## config.mk

```make
export PLATFORM = sky130hd
export DESIGN_NAME = pipe_ctrl_flat
export DESIGN_NICKNAME = d
export VERILOG_FILES = /design/src/rtl/pipe_ctrl_if.sv /design/src/rtl/pipe_ctrl.sv /design/src/flat_wrapper.sv
export SDC_FILE = /design/constraint.sdc
export NUM_CORES = 1
export LEC_CHECK = 0
export BUFFER_PORTS_ARGS = -buffer_cell sky130_fd_sc_hd__buf_2
export CAP_MARGIN = 20
export CORE_AREA = 2 2 96 98
export CTS_CLUSTER_SIZE = 25
export DETAILED_ROUTE_END_ITERATION = 6
export DIE_AREA = 0 0 98 100
export SYNTH_ARGS = -nofsm -noshare
export SYNTH_HDL_FRONTEND = slang
export SYNTH_SLANG_ARGS = --single-unit
```

## constraint.sdc

```tcl
create_clock -name clk -period 2.2 [get_ports clk]
set_input_delay 0.11 -clock clk [delete_from_list [all_inputs] [get_ports clk]]
set_output_delay 0.11 -clock clk [all_outputs]
set_load 0.005 [all_outputs]
```

## src/rtl/pipe_ctrl_if.sv

```systemverilog
// Control-path bundle between the decode/EX datapath and the pipeline sequencer.
// Slave is the sequencer view; master is the datapath/driver view.
interface pipe_ctrl_if #(parameter int CNT_W = 16);
    logic             id_valid;
    logic             id_regwrite;
    logic [1:0]       id_resultsrc;
    logic             id_memwrite;
    logic             id_branch;
    logic             id_jump;
    logic             id_alusrca;
    logic             id_alusrcb;
    logic [2:0]       id_aluctrl;
    logic [4:0]       id_rs1;
    logic [4:0]       id_rs2;
    logic [4:0]       id_rd;
    logic             ex_zero;

    logic             ex_regwrite;
    logic [1:0]       ex_resultsrc;
    logic             ex_memwrite;
    logic             ex_branch;
    logic             ex_jump;
    logic             ex_alusrca;
    logic             ex_alusrcb;
    logic [2:0]       ex_aluctrl;
    logic [4:0]       ex_rs1;
    logic [4:0]       ex_rs2;
    logic [4:0]       ex_rd;
    logic             ex_pcsrc;
    logic             mem_regwrite;
    logic [1:0]       mem_resultsrc;
    logic             mem_memwrite;
    logic [4:0]       mem_rd;
    logic             wb_regwrite;
    logic [1:0]       wb_resultsrc;
    logic [4:0]       wb_rd;
    logic [1:0]       fwd_a;
    logic [1:0]       fwd_b;
    logic             stall_f;
    logic             stall_d;
    logic             flush_d;
    logic             flush_e;
    logic [CNT_W-1:0] stall_cnt;
    logic [CNT_W-1:0] flush_cnt;

    modport slave (
        input  id_valid, id_regwrite, id_resultsrc, id_memwrite, id_branch, id_jump,
               id_alusrca, id_alusrcb, id_aluctrl, id_rs1, id_rs2, id_rd, ex_zero,
        output ex_regwrite, ex_resultsrc, ex_memwrite, ex_branch, ex_jump, ex_alusrca,
               ex_alusrcb, ex_aluctrl, ex_rs1, ex_rs2, ex_rd, ex_pcsrc,
               mem_regwrite, mem_resultsrc, mem_memwrite, mem_rd,
               wb_regwrite, wb_resultsrc, wb_rd, fwd_a, fwd_b,
               stall_f, stall_d, flush_d, flush_e, stall_cnt, flush_cnt
    );

    modport master (
        output id_valid, id_regwrite, id_resultsrc, id_memwrite, id_branch, id_jump,
               id_alusrca, id_alusrcb, id_aluctrl, id_rs1, id_rs2, id_rd, ex_zero,
        input  ex_regwrite, ex_resultsrc, ex_memwrite, ex_branch, ex_jump, ex_alusrca,
               ex_alusrcb, ex_aluctrl, ex_rs1, ex_rs2, ex_rd, ex_pcsrc,
               mem_regwrite, mem_resultsrc, mem_memwrite, mem_rd,
               wb_regwrite, wb_resultsrc, wb_rd, fwd_a, fwd_b,
               stall_f, stall_d, flush_d, flush_e, stall_cnt, flush_cnt
    );
endinterface

```

## src/rtl/pipe_ctrl.sv

```systemverilog
// 5-stage control sequencer: ID/EX, EX/MEM, MEM/WB control regs, hazards, forwarding, perf counters.
// Latency 1 cycle per stage; no downstream backpressure, load-use stalls F/D and redirects flush D/E.
module pipe_ctrl #(
    parameter int CNT_W = 16
) (
    input  logic        clk,
    input  logic        reset_n,
    pipe_ctrl_if.slave  bus
);
    typedef struct packed {
        logic       regwrite;
        logic [1:0] resultsrc;
        logic       memwrite;
        logic       branch;
        logic       jump;
        logic       alusrca;
        logic       alusrcb;
        logic [2:0] aluctrl;
        logic [4:0] rs1;
        logic [4:0] rs2;
        logic [4:0] rd;
    } ctrl_t;

    typedef struct packed {
        logic       regwrite;
        logic [1:0] resultsrc;
        logic       memwrite;
        logic [4:0] rd;
    } mem_t;

    typedef struct packed {
        logic       regwrite;
        logic [1:0] resultsrc;
        logic [4:0] rd;
    } wb_t;

    ctrl_t            ex_q, ex_d, id_bundle;
    mem_t             mem_q, mem_d;
    wb_t              wb_q, wb_d;
    logic [CNT_W-1:0] stall_cnt_q, stall_cnt_d;
    logic [CNT_W-1:0] flush_cnt_q, flush_cnt_d;
    logic             pcsrc, lwstall, flush_e;

    function automatic logic [1:0] fwd_sel(input logic [4:0] rs, input mem_t m, input wb_t w);
        logic [1:0] sel;
        sel = 2'b00;
        if (m.regwrite && (m.rd != 5'd0) && (m.rd == rs))
            sel = 2'b10;
        else if (w.regwrite && (w.rd != 5'd0) && (w.rd == rs))
            sel = 2'b01;
        return sel;
    endfunction

    always_comb begin
        id_bundle = {bus.id_regwrite, bus.id_resultsrc, bus.id_memwrite, bus.id_branch,
                     bus.id_jump, bus.id_alusrca, bus.id_alusrcb, bus.id_aluctrl,
                     bus.id_rs1, bus.id_rs2, bus.id_rd};

        pcsrc   = ex_q.jump | (ex_q.branch & bus.ex_zero);
        // Deliberately conservative: any source match against a pending load stalls.
        lwstall = bus.id_valid && (ex_q.resultsrc == 2'b01) && (ex_q.rd != 5'd0) &&
                  ((bus.id_rs1 == ex_q.rd) || (bus.id_rs2 == ex_q.rd));
        flush_e = lwstall | pcsrc;

        // Invalid decode slots select the bubble so undriven id_ fields never reach state.
        ex_d  = (flush_e || !bus.id_valid) ? ctrl_t'('0) : id_bundle;
        mem_d = {ex_q.regwrite, ex_q.resultsrc, ex_q.memwrite, ex_q.rd};
        wb_d  = {mem_q.regwrite, mem_q.resultsrc, mem_q.rd};

        stall_cnt_d = stall_cnt_q;
        if (lwstall && !pcsrc && (stall_cnt_q != {CNT_W{1'b1}}))
            stall_cnt_d = stall_cnt_q + 1'b1;
        flush_cnt_d = flush_cnt_q;
        if (pcsrc && (flush_cnt_q != {CNT_W{1'b1}}))
            flush_cnt_d = flush_cnt_q + 1'b1;
    end

    always_ff @(posedge clk or negedge reset_n) begin
        if (!reset_n) begin
            ex_q        <= '0;
            mem_q       <= '0;
            wb_q        <= '0;
            stall_cnt_q <= '0;
            flush_cnt_q <= '0;
        end else begin
            ex_q        <= ex_d;
            mem_q       <= mem_d;
            wb_q        <= wb_d;
            stall_cnt_q <= stall_cnt_d;
            flush_cnt_q <= flush_cnt_d;
        end
    end

    assign bus.ex_regwrite   = ex_q.regwrite;
    assign bus.ex_resultsrc  = ex_q.resultsrc;
    assign bus.ex_memwrite   = ex_q.memwrite;
    assign bus.ex_branch     = ex_q.branch;
    assign bus.ex_jump       = ex_q.jump;
    assign bus.ex_alusrca    = ex_q.alusrca;
    assign bus.ex_alusrcb    = ex_q.alusrcb;
    assign bus.ex_aluctrl    = ex_q.aluctrl;
    assign bus.ex_rs1        = ex_q.rs1;
    assign bus.ex_rs2        = ex_q.rs2;
    assign bus.ex_rd         = ex_q.rd;
    assign bus.ex_pcsrc      = pcsrc;
    assign bus.mem_regwrite  = mem_q.regwrite;
    assign bus.mem_resultsrc = mem_q.resultsrc;
    assign bus.mem_memwrite  = mem_q.memwrite;
    assign bus.mem_rd        = mem_q.rd;
    assign bus.wb_regwrite   = wb_q.regwrite;
    assign bus.wb_resultsrc  = wb_q.resultsrc;
    assign bus.wb_rd         = wb_q.rd;
    assign bus.fwd_a         = fwd_sel(ex_q.rs1, mem_q, wb_q);
    assign bus.fwd_b         = fwd_sel(ex_q.rs2, mem_q, wb_q);
    assign bus.stall_f       = lwstall & ~pcsrc;
    assign bus.stall_d       = lwstall & ~pcsrc;
    assign bus.flush_d       = pcsrc;
    assign bus.flush_e       = flush_e;
    assign bus.stall_cnt     = stall_cnt_q;
    assign bus.flush_cnt     = flush_cnt_q;
endmodule

```

## src/flat_wrapper.sv

```systemverilog
// flat-port wrapper written by rule: the top's interface ports become plain ports
module pipe_ctrl_flat 
#(
    parameter int CNT_W = 16
)
  (clk, reset_n, bus_id_valid, bus_id_regwrite, bus_id_resultsrc, bus_id_memwrite, bus_id_branch, bus_id_jump, bus_id_alusrca, bus_id_alusrcb, bus_id_aluctrl, bus_id_rs1, bus_id_rs2, bus_id_rd, bus_ex_zero, bus_ex_regwrite, bus_ex_resultsrc, bus_ex_memwrite, bus_ex_branch, bus_ex_jump, bus_ex_alusrca, bus_ex_alusrcb, bus_ex_aluctrl, bus_ex_rs1, bus_ex_rs2, bus_ex_rd, bus_ex_pcsrc, bus_mem_regwrite, bus_mem_resultsrc, bus_mem_memwrite, bus_mem_rd, bus_wb_regwrite, bus_wb_resultsrc, bus_wb_rd, bus_fwd_a, bus_fwd_b, bus_stall_f, bus_stall_d, bus_flush_d, bus_flush_e, bus_stall_cnt, bus_flush_cnt);
  pipe_ctrl_if #(.CNT_W(CNT_W)) bus_i ();
  input  logic clk;
  input  logic reset_n;
  input wire logic [$bits(bus_i.id_valid)-1:0] bus_id_valid;
  input wire logic [$bits(bus_i.id_regwrite)-1:0] bus_id_regwrite;
  input wire logic [$bits(bus_i.id_resultsrc)-1:0] bus_id_resultsrc;
  input wire logic [$bits(bus_i.id_memwrite)-1:0] bus_id_memwrite;
  input wire logic [$bits(bus_i.id_branch)-1:0] bus_id_branch;
  input wire logic [$bits(bus_i.id_jump)-1:0] bus_id_jump;
  input wire logic [$bits(bus_i.id_alusrca)-1:0] bus_id_alusrca;
  input wire logic [$bits(bus_i.id_alusrcb)-1:0] bus_id_alusrcb;
  input wire logic [$bits(bus_i.id_aluctrl)-1:0] bus_id_aluctrl;
  input wire logic [$bits(bus_i.id_rs1)-1:0] bus_id_rs1;
  input wire logic [$bits(bus_i.id_rs2)-1:0] bus_id_rs2;
  input wire logic [$bits(bus_i.id_rd)-1:0] bus_id_rd;
  input wire logic [$bits(bus_i.ex_zero)-1:0] bus_ex_zero;
  output wire logic [$bits(bus_i.ex_regwrite)-1:0] bus_ex_regwrite;
  output wire logic [$bits(bus_i.ex_resultsrc)-1:0] bus_ex_resultsrc;
  output wire logic [$bits(bus_i.ex_memwrite)-1:0] bus_ex_memwrite;
  output wire logic [$bits(bus_i.ex_branch)-1:0] bus_ex_branch;
  output wire logic [$bits(bus_i.ex_jump)-1:0] bus_ex_jump;
  output wire logic [$bits(bus_i.ex_alusrca)-1:0] bus_ex_alusrca;
  output wire logic [$bits(bus_i.ex_alusrcb)-1:0] bus_ex_alusrcb;
  output wire logic [$bits(bus_i.ex_aluctrl)-1:0] bus_ex_aluctrl;
  output wire logic [$bits(bus_i.ex_rs1)-1:0] bus_ex_rs1;
  output wire logic [$bits(bus_i.ex_rs2)-1:0] bus_ex_rs2;
  output wire logic [$bits(bus_i.ex_rd)-1:0] bus_ex_rd;
  output wire logic [$bits(bus_i.ex_pcsrc)-1:0] bus_ex_pcsrc;
  output wire logic [$bits(bus_i.mem_regwrite)-1:0] bus_mem_regwrite;
  output wire logic [$bits(bus_i.mem_resultsrc)-1:0] bus_mem_resultsrc;
  output wire logic [$bits(bus_i.mem_memwrite)-1:0] bus_mem_memwrite;
  output wire logic [$bits(bus_i.mem_rd)-1:0] bus_mem_rd;
  output wire logic [$bits(bus_i.wb_regwrite)-1:0] bus_wb_regwrite;
  output wire logic [$bits(bus_i.wb_resultsrc)-1:0] bus_wb_resultsrc;
  output wire logic [$bits(bus_i.wb_rd)-1:0] bus_wb_rd;
  output wire logic [$bits(bus_i.fwd_a)-1:0] bus_fwd_a;
  output wire logic [$bits(bus_i.fwd_b)-1:0] bus_fwd_b;
  output wire logic [$bits(bus_i.stall_f)-1:0] bus_stall_f;
  output wire logic [$bits(bus_i.stall_d)-1:0] bus_stall_d;
  output wire logic [$bits(bus_i.flush_d)-1:0] bus_flush_d;
  output wire logic [$bits(bus_i.flush_e)-1:0] bus_flush_e;
  output wire logic [$bits(bus_i.stall_cnt)-1:0] bus_stall_cnt;
  output wire logic [$bits(bus_i.flush_cnt)-1:0] bus_flush_cnt;
  assign bus_i.id_valid = bus_id_valid;
  assign bus_i.id_regwrite = bus_id_regwrite;
  assign bus_i.id_resultsrc = bus_id_resultsrc;
  assign bus_i.id_memwrite = bus_id_memwrite;
  assign bus_i.id_branch = bus_id_branch;
  assign bus_i.id_jump = bus_id_jump;
  assign bus_i.id_alusrca = bus_id_alusrca;
  assign bus_i.id_alusrcb = bus_id_alusrcb;
  assign bus_i.id_aluctrl = bus_id_aluctrl;
  assign bus_i.id_rs1 = bus_id_rs1;
  assign bus_i.id_rs2 = bus_id_rs2;
  assign bus_i.id_rd = bus_id_rd;
  assign bus_i.ex_zero = bus_ex_zero;
  assign bus_ex_regwrite = bus_i.ex_regwrite;
  assign bus_ex_resultsrc = bus_i.ex_resultsrc;
  assign bus_ex_memwrite = bus_i.ex_memwrite;
  assign bus_ex_branch = bus_i.ex_branch;
  assign bus_ex_jump = bus_i.ex_jump;
  assign bus_ex_alusrca = bus_i.ex_alusrca;
  assign bus_ex_alusrcb = bus_i.ex_alusrcb;
  assign bus_ex_aluctrl = bus_i.ex_aluctrl;
  assign bus_ex_rs1 = bus_i.ex_rs1;
  assign bus_ex_rs2 = bus_i.ex_rs2;
  assign bus_ex_rd = bus_i.ex_rd;
  assign bus_ex_pcsrc = bus_i.ex_pcsrc;
  assign bus_mem_regwrite = bus_i.mem_regwrite;
  assign bus_mem_resultsrc = bus_i.mem_resultsrc;
  assign bus_mem_memwrite = bus_i.mem_memwrite;
  assign bus_mem_rd = bus_i.mem_rd;
  assign bus_wb_regwrite = bus_i.wb_regwrite;
  assign bus_wb_resultsrc = bus_i.wb_resultsrc;
  assign bus_wb_rd = bus_i.wb_rd;
  assign bus_fwd_a = bus_i.fwd_a;
  assign bus_fwd_b = bus_i.fwd_b;
  assign bus_stall_f = bus_i.stall_f;
  assign bus_stall_d = bus_i.stall_d;
  assign bus_flush_d = bus_i.flush_d;
  assign bus_flush_e = bus_i.flush_e;
  assign bus_stall_cnt = bus_i.stall_cnt;
  assign bus_flush_cnt = bus_i.flush_cnt;
  pipe_ctrl #(.CNT_W(CNT_W)) u_core (.clk(clk), .reset_n(reset_n), .bus(bus_i));
endmodule
```

==> flow_summary.json <==
{
  "syn-num-nets": 309,
  "stdcell_count": 532,
  "ys_warn_count": 0,
  "clkPwrFrac": 0.328,
  "portBuffers": 113,
  "cts_buffers": 9,
  "worst-path-max-fanout": 3,
  "rsz0062_at_grt": "no",
  "worstMarginPinSlew_ns": 0.930,
  "power_leakage_uw": 0.00235,
  "cp_num_buf_inv": 2,
  "skew_ns": 0.0101,
  "finalHoldViolations": 0,
  "diodes": 0,
  "cts_tree": "yes",
  "htree_num_levels": 3,
  "min_period_ns": 2.06,
  "postRouteAntennaNets": 0,
  "globalRouteTotalUtil": 0.172,
  "place_hpwl_um": 5560,
  "vias_per_cell": 4.98,
  "drv_cap": 0,
  "yosysUniqueCellTypes": 49,
  "finalNetCount": 448,
  "endpoint_kind": "primary output",
  "seqPwrFrac": 0.515,
  "synth_area_mm2": 0.00346,
  "critical-path-top-delay-family": "simple AND/OR/NAND/NOR gates",
  "syn_avg_cell_area_um2": 12.5,
  "wl_per_cell_um": 15.3,
  "route.detailed.drc": 0,
  "numClockSinks": 75,
  "ys_ff_latch": 75,
  "row_count": 35,
  "drt-total-wl_um": 8110,
  "grt_pass1_vias": 2615,
  "r2r_setup_slack_ns": 0.28,
  "pin_count": 114,
  "start_util": 0.389,
  "core_area_mm2": 0.00889,
  "ir_drop_v": 0.000448,
  "cp-startpoint": "u_core.bus.wb_rd[0]",
  "die_x_um": 98,
  "synth_edf_count": 0,
  "p_comb_frac": 0.157,
  "yosysMostFrequentCell": "dfrtp_1",
  "crit_type": "flop to primary output",
  "firstDrtPassIters": 4,
  "yosysSeqAreaShare": 0.543,
  "ys_async_sr_fraction": 1.00,
  "r2r_end": "u_core.bus.ex_alusrcb",
  "slew-limit-headroom": 0.380,
  "drive_gt1_frac": 0.387,
  "clk-insertion-delay-late_ns": 0.35,
  "grt-ovfl-total": 0,
  "antenna_found_initial": 0,
  "swShare": 0.278,
  "min_path_type": "input port to flop",
  "power.internal_uw": 2250,
  "netlist_top_cells_count": "75 x dfrtp_1, 32 x xnor2_1, 30 x and3_1",
  "grt_max_degree": 76,
  "synth.top_cell.area_share": 0.543,
  "status": "completed",
  "crit_path_start_kind": "flop",
  "worstRegToRegCells": 5,
  "tns_ns": 0,
  "worst-path-stages": 5,
  "globalplace.congestion": 0.863,
  "cp.required_ns": 2.09,
  "p_per_area_mw_per_mm2": 691,
  "cp_cell_sequence": "buf_4, xor2_1, or4_1, nor4_2, buf_2",
  "dieArea_mm2": 0.00980,
  "vias": 2651,
  "finalSetupViolations": 0,
  "drtIter0Drc": 71,
  "syn_inst": 277,
  "p_switching_uw": 868,
  "path_clk_slew_ns": 0.08,
  "slowest_stage": "or4_1",
  "slew_violations": 0,
  "cpPeakStageDelay_ns": 0.48,
  "grt_pass1_wl_um": 13300,
  "synth_area_leader_cell": "dfrtp_1",
  "whs_path_depth": 2,
  "die_h_um": 100,
  "post-place-cells": 495,
  "cp.arrival_ns": 1.95,
  "clock_tree.buffer_depth": 2,
  "max_freq_ghz": 0.486,
  "cts-root-buf": "clkbuf_8",
  "synth_ff_type": "dfrtp_1",
  "fin_util": 0.508,
  "area_growth_pct": 30.7,
  "synth_area_leaders": "dfrtp_1 54%, xnor2_1 8.1%, xor2_1 6.3%",
  "cp-endpoint": "bus_fwd_b[0]",
  "fin_crit_sh": 0.935,
  "regToRegStartpoint": "u_core.bus.ex_branch"
}
-- worst min-delay path by stage --
| stage | slack (ns) | start | end |
|---|---|---|---|
| floorplan | -0.19 | reset_n | u_core.bus.ex_aluctrl[0] |
| global placement | 0.32 | reset_n | u_core.bus.stall_cnt[10] |
| detailed placement | 0.32 | reset_n | u_core.bus.stall_cnt[7] |
| CTS | 0.00007 | bus_id_aluctrl[0] | u_core.bus.ex_aluctrl[0] |
| global route | 0.008 | bus_id_aluctrl[0] | u_core.bus.ex_aluctrl[0] |
| finish | 0.02 | bus_id_aluctrl[0] | u_core.bus.ex_aluctrl[0] |
-- cell usage in the layout, fill, tap and decap left out, types with 2 or more instances in the layout --
cell | synthesis | final
buf_2 | 1 | 112
dfrtp_1 | 75 | 75
xnor2_1 | 32 | 32
and3_1 | 30 | 30
xor2_1 | 25 | 25
nand3_1 | 20 | 20
dlygate4sd3_1 | 0 | 15
nand2_1 | 13 | 13
clkbuf_8 | 0 | 9
buf_4 | 4 | 9
nand4_1 | 7 | 7
nor2_1 | 7 | 7
inv_1 | 4 | 4
or4_1 | 4 | 4
and3_2 | 4 | 4
nor4_2 | 1 | 3
nor4b_2 | 3 | 3
o21a_1 | 3 | 3
clkbuf_1 | 2 | 3
a21oi_4 | 2 | 2
nor4_1 | 4 | 2
nand3_4 | 2 | 2
mux2_4 | 2 | 2
nand2b_1 | 2 | 2
nor3_1 | 2 | 2
ha_1 | 2 | 2
-- per-stage QoR --
stage / instance area [um^2] / total power (uW) / setup slack (ns) / hold slack [ns]
2_1_floorplan: 3460 / 1860 / 0.477 / -0.186
3_3_place_gp: 4120 / 2080 / 0.279 / 0.319
3_5_place_dp: 4120 / 2090 / 0.235 / 0.318
4_1_cts: 4490 / 3160 / 0.00414 / 0.0000669
5_1_grt: 4520 / 3290 / 0.0250 / 0.00849
6_report: 4520 / 3120 / 0.143 / 0.0202
-- power by group through the flow --
stage | clock network [uW] | logic, uW | registers (uW)
after detailed placement | 0 | 457 | 1640
final | 1020 | 490 | 1610
after floorplan | 0 | 233 | 1630
after global placement | 0 | 450 | 1630
after global routing | 1120 | 540 | 1630
after CTS | 1060 | 492 | 1610
-- final cells by class --
class / instances / area [um^2]
Clock buffer: 12 / 135
Timing Repair Buffer: 136 / 778
Inverter: 4 / 15.0
Multi-Input combinational cell: 190 / 1520
Fill cell: 823 / 4370
Clock inverter: 4 / 51.3
Tap cell: 111 / 139
Sequential cell: 75 / 1880
-- flip-flops by register name (all words and copies together), names as in the netlist, 2 cells and up --
register                  count
u_core.bus.ex_rs2             5
u_core.bus.ex_rs1             5
u_core.bus.flush_cnt         16
u_core.bus.wb_rd              5
u_core.bus.mem_resultsrc      2
u_core.bus.ex_aluctrl         3
u_core.bus.wb_resultsrc       2
u_core.bus.ex_resultsrc       2
u_core.bus.ex_rd              5
u_core.bus.mem_rd             5
u_core.bus.stall_cnt         16
-- kinds of logic (layout without fill, tap and decap cells) --
logic type | after synthesis | after routing | synth area share
compound gates | 15 | 16 | 0.0532
xor+xnor | 57 | 57 | 0.144
fa+ha+maj | 2 | 2 | 0.00724
buf+inv | 13 | 156 | 0.0232
flops | 75 | 75 | 0.543
mux | 3 | 3 | 0.0119
simple gates | 112 | 112 | 0.217
-- metal layers --
layer	track usage	vias to the layer above	wire, um
li1	-	1256	-
met1	0.222	1285	3550
met2	0.283	95	3980
met3	0.0390	15	437
met4	0.0716	0	146
met5	0	-	0
-- what timing repair did --
action | 4_1_cts | 5_1_grt
setup endpoints to repair | 1 | 2
endpoints found under the hold margin | 89 | 0
gates resized for setup | 0 | 2
gates cloned | 1 | 0
hold buffers | 15 | 0
buffers inserted | 3 | 2
pin swaps | 1 | 4
Power figures use the tool's default switching activity.
